**config.mk**
```make
export PLATFORM = sky130hd
export DESIGN_NAME = imem_loader
export DESIGN_NICKNAME = d
export VERILOG_FILES = /design/src/rtl/imem_loader.sv
export SDC_FILE = /design/constraint.sdc
export NUM_CORES = 1
export LEC_CHECK = 0
export ABC_AREA = 0
export CORE_UTILIZATION = 55
export CTS_BUF_LIST = sky130_fd_sc_hd__clkbuf_2
export DETAILED_ROUTE_END_ITERATION = 7
export GPL_ROUTABILITY_DRIVEN = 0
export PLACE_DENSITY_LB_ADDON = 0.05
export SETUP_SLACK_MARGIN = 0.5
export SLEW_MARGIN = 20
export SYNTH_ARGS = -nofsm -noshare
export SYNTH_HDL_FRONTEND = slang
export SYNTH_SLANG_ARGS = --single-unit
```
**constraint.sdc**
```tcl
create_clock -name clk -period 2.8 [get_ports clk]
set_input_delay 0.56 -clock clk [delete_from_list [all_inputs] [get_ports clk]]
set_output_delay 0.56 -clock clk [all_outputs]
set_load 0.01 [all_outputs]
```
**src/rtl/imem_loader.sv**
```systemverilog
// Streams a length-prefixed little-endian program into instruction memory, then releases cpu_rst.
// Latency: each word is written the cycle after its 4th byte; byte_ready is asserted only in LEN/DATA.
module imem_loader #(
    parameter int ADDR_W = 10
) (
    input  logic              clk,
    input  logic              rst,
    input  logic              start,
    input  logic              byte_valid,
    input  logic [7:0]        byte_data,
    output logic              byte_ready,
    output logic              wr_en,
    output logic [ADDR_W-1:0] wr_addr,
    output logic [31:0]       wr_data,
    output logic              cpu_rst,
    output logic              busy,
    output logic              done,
    output logic              error
);

    typedef enum logic [2:0] {
        S_IDLE,
        S_LEN,
        S_DATA,
        S_FINISH,
        S_DONE,
        S_ERROR
    } state_t;

    // One extra bit so a full-memory load (N == 2**ADDR_W) can be counted.
    localparam int          CNT_W     = ADDR_W + 1;
    localparam logic [32:0] MAX_WORDS = 33'd1 << ADDR_W;

    state_t              state_q, state_d;
    logic [1:0]          byte_cnt_q, byte_cnt_d;
    logic [CNT_W-1:0]    word_cnt_q, word_cnt_d;
    logic [CNT_W-1:0]    len_q, len_d;
    logic [23:0]         asm_q, asm_d;
    logic                wr_en_q, wr_en_d;
    logic [ADDR_W-1:0]   wr_addr_q, wr_addr_d;
    logic [31:0]         wr_data_q, wr_data_d;

    logic                xfer;
    logic                last_byte;
    logic [31:0]         word;
    logic [CNT_W-1:0]    word_cnt_inc;

    assign byte_ready   = (state_q == S_LEN) || (state_q == S_DATA);
    assign busy         = (state_q == S_LEN) || (state_q == S_DATA) || (state_q == S_FINISH);
    assign done         = (state_q == S_DONE);
    assign error        = (state_q == S_ERROR);
    assign cpu_rst      = (state_q != S_DONE);
    assign wr_en        = wr_en_q;
    assign wr_addr      = wr_addr_q;
    assign wr_data      = wr_data_q;

    assign xfer         = byte_valid && byte_ready;
    assign last_byte    = xfer && (byte_cnt_q == 2'd3);
    // Earlier bytes shift down so byte k lands in bits [8k+7:8k] when the 4th arrives.
    assign word         = {byte_data, asm_q};
    assign word_cnt_inc = word_cnt_q + 1'b1;

    always_ff @(posedge clk) begin
        if (rst) begin
            state_q    <= S_IDLE;
            byte_cnt_q <= '0;
            word_cnt_q <= '0;
            len_q      <= '0;
            asm_q      <= '0;
            wr_en_q    <= 1'b0;
            wr_addr_q  <= '0;
            wr_data_q  <= '0;
        end else begin
            state_q    <= state_d;
            byte_cnt_q <= byte_cnt_d;
            word_cnt_q <= word_cnt_d;
            len_q      <= len_d;
            asm_q      <= asm_d;
            wr_en_q    <= wr_en_d;
            wr_addr_q  <= wr_addr_d;
            wr_data_q  <= wr_data_d;
        end
    end

    always_comb begin
        state_d    = state_q;
        byte_cnt_d = byte_cnt_q;
        word_cnt_d = word_cnt_q;
        len_d      = len_q;
        asm_d      = asm_q;
        wr_en_d    = 1'b0;
        wr_addr_d  = wr_addr_q;
        wr_data_d  = wr_data_q;

        if (xfer) begin
            asm_d      = {byte_data, asm_q[23:8]};
            byte_cnt_d = byte_cnt_q + 2'd1;
        end

        case (state_q)
            S_IDLE, S_DONE, S_ERROR: begin
                if (start) begin
                    state_d    = S_LEN;
                    byte_cnt_d = '0;
                    word_cnt_d = '0;
                    asm_d      = '0;
                end
            end
            S_LEN: begin
                if (last_byte) begin
                    if (word == 32'd0) begin
                        state_d = S_DONE;
                    end else if ({1'b0, word} > MAX_WORDS) begin
                        state_d = S_ERROR;
                    end else begin
                        state_d    = S_DATA;
                        len_d      = word[CNT_W-1:0];
                        word_cnt_d = '0;
                    end
                end
            end
            S_DATA: begin
                if (last_byte) begin
                    wr_en_d    = 1'b1;
                    wr_addr_d  = word_cnt_q[ADDR_W-1:0];
                    wr_data_d  = word;
                    word_cnt_d = word_cnt_inc;
                    if (word_cnt_inc == len_q) begin
                        state_d = S_FINISH;
                    end
                end
            end
            S_FINISH: begin
                state_d = S_DONE;
            end
            default: begin
                state_d = S_IDLE;
            end
        endcase
    end

endmodule

```
== Yosys cells after proc, flatten, opt, wreduce, memory -nomap -nowiden ==
Cells that the tools add are included.

* Register bits after elaboration: 94
* Input port bits: 12
* Output and inout bits: 48
* Logic and storage cells: 61

* Add/sub/neg operators: 2
* $lt $le $gt $ge: 1
* Equal/unequal tests: 14
* Muxes and demuxes: 20
* Bitwise gates (word level): 3
* Reductions and logical operators: 13

{| class="wikitable"
|+ Operators by type and width
! kind !! count
|-
| 24-bit 2-to-1 mux || 3
|-
| 11-bit 2-to-1 mux || 5
|-
| 11-bit one-hot mux with 3 select lines || 1
|-
| 32-bit by 11-bit > comparator with 1-bit output, second input constant || 1
|-
| 32-bit logical NOT || 1
|-
| 3-bit 2-to-1 mux || 6
|-
| 3-bit one-hot mux with 4 select lines || 1
|-
| 11-bit by 1-bit adder with 11-bit output, second input constant || 1
|-
| 11-bit == test || 1
|-
| 2-bit != test, second input constant || 5
|-
| 4-bit AND reduction || 2
|-
| 3-bit by 2-bit == test with 1-bit output, second input constant || 2
|-
| 3-bit == test, second input constant || 2
|-
| 2-bit 2-to-1 mux || 3
|-
| 6-bit AND reduction || 1
|-
| 3-bit by 1-bit == test with 1-bit output, second input constant || 1
|-
| 3-bit logical NOT || 1
|-
| 3-bit != test, second input constant || 1
|-
| 1-bit inverter || 3
|-
| 3-bit nonzero test || 1
|-
| 3-bit OR reduction || 1
|-
| 2-bit by 1-bit adder with 2-bit output, second input constant || 1
|-
| 2-bit == test, second input constant || 1
|-
| 1-bit logical AND || 2
|-
| other kinds (5) || 6
|}

== Logic depth before layout (Yosys ltp) ==
* Depth after elaboration: 6
* Depth in mapped cells: 8
* Gate-level depth less buffers: 7

== Worst setup path after synthesis ==
No wires, ideal clock.

* Path type: register -> register
* Start: register word_cnt_q[1]
* End: register state_q[0]
* Library setup time: 0.079 ns
* Arrival time: 2.096 ns
* Data required time: 2.721 ns
* Setup slack: 0.625 ns
* Cell stages (with the launch flop): 8
* Path buffers: 1
* Cells stage by stage: dfxtp_1 ha_1 clkbuf_1 nand4b_1 a2111oi_2 o2111ai_1 or4_1 a211oi_2

* Word-level cells in the longest chain between the ends: 4

{| class="wikitable"
|+ Ends and longest elaborated chain
! item !! line !! source
|-
| from (decl) || 36 || <nowiki>logic [CNT_W-1:0] word_cnt_q, word_cnt_d;</nowiki>
|-
| from (signal assigned) || 76 || <nowiki>word_cnt_q <= word_cnt_d;</nowiki>
|-
| 11-bit by 1-bit adder with 11-bit output || 61 || <nowiki>assign word_cnt_inc = word_cnt_q + 1'b1;</nowiki>
|-
| 11-bit == test || 128 || <nowiki>if (word_cnt_inc == len_q) begin</nowiki>
|-
| 2-bit by 1-bit != test with 1-bit output (no source line) || n/a ||
|-
| 4-bit AND reduction (no source line) || n/a ||
|-
| to (signal assigned) || 74 || <nowiki>state_q <= state_d;</nowiki>
|-
| to (decl) || 34 || <nowiki>state_t state_q, state_d;</nowiki>
|}

No other way between the ends.
A chain may end at the register's enable or synchronous reset.

== Worst setup path in the final report ==
Ends and elaborated chain as after synthesis.

==> run metrics <==
crit path DAT=between 2000 and 3000 ps; horizontal extent of the die=86.8 microns; primary flip-flop cell chosen by synthesis mapping=sky130_fd_sc_hd__dfxtp_1; startpoint-to-endpoint class of the critical path=flop to flop; largest cells by area after synthesis=sky130_fd_sc_hd__dfxtp_1 48%, sky130_fd_sc_hd__nand2_1 14%, sky130_fd_sc_hd__a21oi_1 9.7%; number of buffers created by CTS=9; final global-route overflow total=0; CP Max Fanout=6; final WL=roughly 9400 microns; fraction of post-synthesis cell area in the top cell type by area=around 48%; Design Area, Final=0.00480 sq mm; cell taking the most area after synthesis=sky130_fd_sc_hd__dfxtp_1; kind of start point of the critical path=flop; Max Transition Viols Final=0; max-cap violation count=0; vias post-DR=approximately 3.6k; starting density of the core=just under 60%; overall power=about 2.7 mW; initial drt markers=225; detailed-routing iteration count for the pre-antenna-repair pass=4; most numerous cell in the Yosys netlist=sky130_fd_sc_hd__nand2_1; status=completed; number of primary I/O pins=60; post-detailed-placement half-perimeter wirelength=~6300 microns; synthesis-stage register bit count=94; actual slew at the worst max-slew pin=around 830 ps; sequential area share after synthesis=47.5%; initial antenna violation count=0; Rel. slew slack=between 40 and 50%; async set-reset flop share out of synthesis=0%; data required time of the worst path=approximately 3300 ps; Post-CTS Hold Fix Bufs=0; average wire per cell in the routed design=14.3 microns; Core Area=0.00687 sq mm; Peak Freq=about 0.45 GHz; fill cell count=588; H-Tree Depth=3; reg-to-reg slack, setup=590 ps; cells along the critical path=ha_1 -> buf_4 -> and2_1 -> o21ai_0 -> a21o_1 -> o2111ai_1 -> or4_4 -> a211oi_2; slowest stage cell, crit path=sky130_fd_sc_hd__or4_4; clock-pin transition on the worst setup and hold timing paths=260 ps; number of core rows=30; total number of nets in the final design=567; CP Capture Type=flop; buffer levels on the longest clock path=2; Final ANT Viol Nets=0; worst skew pair latency=around 550 ps; Final min period=approximately 2200 ps; total area of sequential cells=roughly 0.0019 sq mm; total of endpoints with negative setup slack in the final report=0; setup clock skew after layout=about 35 ps; CTS tree=done; synthesis-to-layout area growth=21.3%; buffering stage count on the worst path with inverters included=1; top cell types by occurrence after synthesis=147 x sky130_fd_sc_hd__nand2_1, 94 x sky130_fd_sc_hd__dfxtp_1, 77 x sky130_fd_sc_hd__a21oi_1, 34 x sky130_fd_sc_hd__nor2_1, 26 x sky130_fd_sc_hd__clkbuf_1; Pleak=around 1.7 nW; Die Ht=86.8 microns; Port Buf Inserts=59; total negative slack for setup checks=0 ps; via/cell ratio=around 5.5; post-route DRC violation count=0; number of enable flip-flop cells after synthesis=0; wire length of the first global-routing pass=between 15000 and 20000 microns; post-route clock period utilization=about four fifths; cell area power density=563 mW/mm^2; number of failing hold endpoints at the final stage=0; Syn Inst Count=about 500; number of diodes added for antenna fixing=0; distinct cell type count of the synthesized netlist=48; pin count of the biggest net entering global routing=69; RSZ-0062 raised after global routing=yes; root cell of the clock tree=sky130_fd_sc_hd__clkbuf_2; Synth Warn #=0; cell area after placement=between 0.004 and 0.005 sq mm; netlist area before placement=between 0.003 and 0.004 sq mm; TritonCTS sink count=94; Avg Cell Area, Syn=just under 8 sq um; largest voltage drop on the vdd net=between 0.0003 and 0.0004 V; fraction of layout cells with a size suffix above 1=~10%; Max stage delay on crit path=roughly 560 ps; Post-Syn Nets=~510; via count of the first global-routing pass=around 3.3k; kind of path behind the tightest hold check=flop to flop; footprint of the multi-input gates=approximately 0.0019 sq mm; total die area=around 0.0075 sq mm; kind of cell adding the most delay to the critical path=simple AND/OR/NAND/NOR gates; total global-route track usage=26.5%
==> cells by family (layout without fill, tap and decap cells) <==
group | after synthesis | in the layout | synth area share, %
AO/OA/AOI/OAI | 110 | 110 | 16.3
XOR/XNOR | 15 | 15 | 3.51
adder cells (fa/ha/maj) | 2 | 2 | 0.632
buffers and inverters | 41 | 100 | 4.58
flip-flops | 94 | 94 | 47.5
multiplexers | 14 | 14 | 3.60
AND/OR/NAND/NOR | 223 | 223 | 23.8
==> final cells by class <==
cell class	count	share of cell area [%]
clock inverters	7	1.33
multi-input cells	364	40.0
inverters	5	0.391
well taps	96	2.50
clock buffers	9	0.938
flip-flops and latches	94	39.6
repair buffers	79	15.3
==> metrics by stage <==
step | hold slack [ps] | cells | setup slack (ps) | util (%)
2_1_floorplan | 440 | 499 | 625 | -
3_3_place_gp | 442 | 627 | 246 | 66.8
3_5_place_dp | 447 | 627 | 199 | 66.8
4_1_cts | 474 | 652 | 486 | 69.4
5_1_grt | 490 | 654 | 458 | 69.9
6_report | 469 | 654 | 590 | 69.9
==> worst min-delay path: stages (launching register included) <==
cell	delay [ps]
sky130_fd_sc_hd__dfxtp_1	360
sky130_fd_sc_hd__nand2_1	50
sky130_fd_sc_hd__a21oi_1	50
==> power breakdown <==
part           switching, mW  leakage (nW)  internal [mW]  total (mW)
combinational          0.391         0.851          0.242       0.633
sequential            0.0429         0.762           1.39        1.43
clock                  0.498        0.0630          0.139       0.637
total                  0.932          1.68           1.77        2.70
==> sequential cells by signal (all words and copies together), names as in the netlist <==
name        flops
len_q          11
wr_en           1
asm_q          24
byte_cnt_q      2
wr_addr        10
word_cnt_q     11
wr_data        32
state_q         3
==> placed cells by master, fill, tap and decap left out, types with 3 or more instances in the layout <==
cell type                         Yosys  routed
sky130_fd_sc_hd__nand4_1              4       4
sky130_fd_sc_hd__dlygate4sd2_1        0       3
sky130_fd_sc_hd__dfxtp_1             94      87
sky130_fd_sc_hd__inv_1                5       5
sky130_fd_sc_hd__buf_4                2      19
sky130_fd_sc_hd__a311oi_1             5       5
sky130_fd_sc_hd__a31oi_1              6       6
sky130_fd_sc_hd__clkdlybuf4s50_1      0      53
sky130_fd_sc_hd__nand2_1            147     147
sky130_fd_sc_hd__dfxtp_2              0       3
sky130_fd_sc_hd__nor2_1              34      33
sky130_fd_sc_hd__nor3_1               8       8
sky130_fd_sc_hd__clkbuf_2             0      11
sky130_fd_sc_hd__and3_1               3       3
sky130_fd_sc_hd__a21oi_1             77      77
sky130_fd_sc_hd__xnor2_1              9       9
sky130_fd_sc_hd__nor4_1               6       4
sky130_fd_sc_hd__o21ai_0              4       4
sky130_fd_sc_hd__xor2_1               5       5
sky130_fd_sc_hd__nand3_1              6       6
sky130_fd_sc_hd__mux2i_1             12      12
sky130_fd_sc_hd__and2_1               4       4
sky130_fd_sc_hd__a211oi_1             4       4
sky130_fd_sc_hd__dfxtp_4              0       4
==> repair_timing <==
action                                  CTS  global route
gates resized for setup                  11            12
endpoints found under the setup margin    6             7
pin swaps                                 0             1
buffers inserted                          9             2
hold endpoints to repair                  0             0
==> routing by layer <==
metal  wire [microns]  vias up  share of wire (%)  GRT usage (%)
met5                0        -                  0              0
met4              168        0                1.8           11.1
met3              466       15                5.0           4.00
met2             4570      109                 49           46.2
met1             4170     1686                 44           32.4
li1                 -     1801                  -              -
==> path summary, 6_finish.rpt <==
kind / from / endpoint / depth (start not counted)
setup reg to reg: word_cnt_q[1] / state_q[0] / 8
hold / removal: wr_addr[4] / wr_addr[4] / 2
hold reg to reg: wr_addr[4] / wr_addr[4] / 2
setup / recovery: word_cnt_q[1] / state_q[0] / 8
No activity file was read; power rests on OpenSTA's default activity.
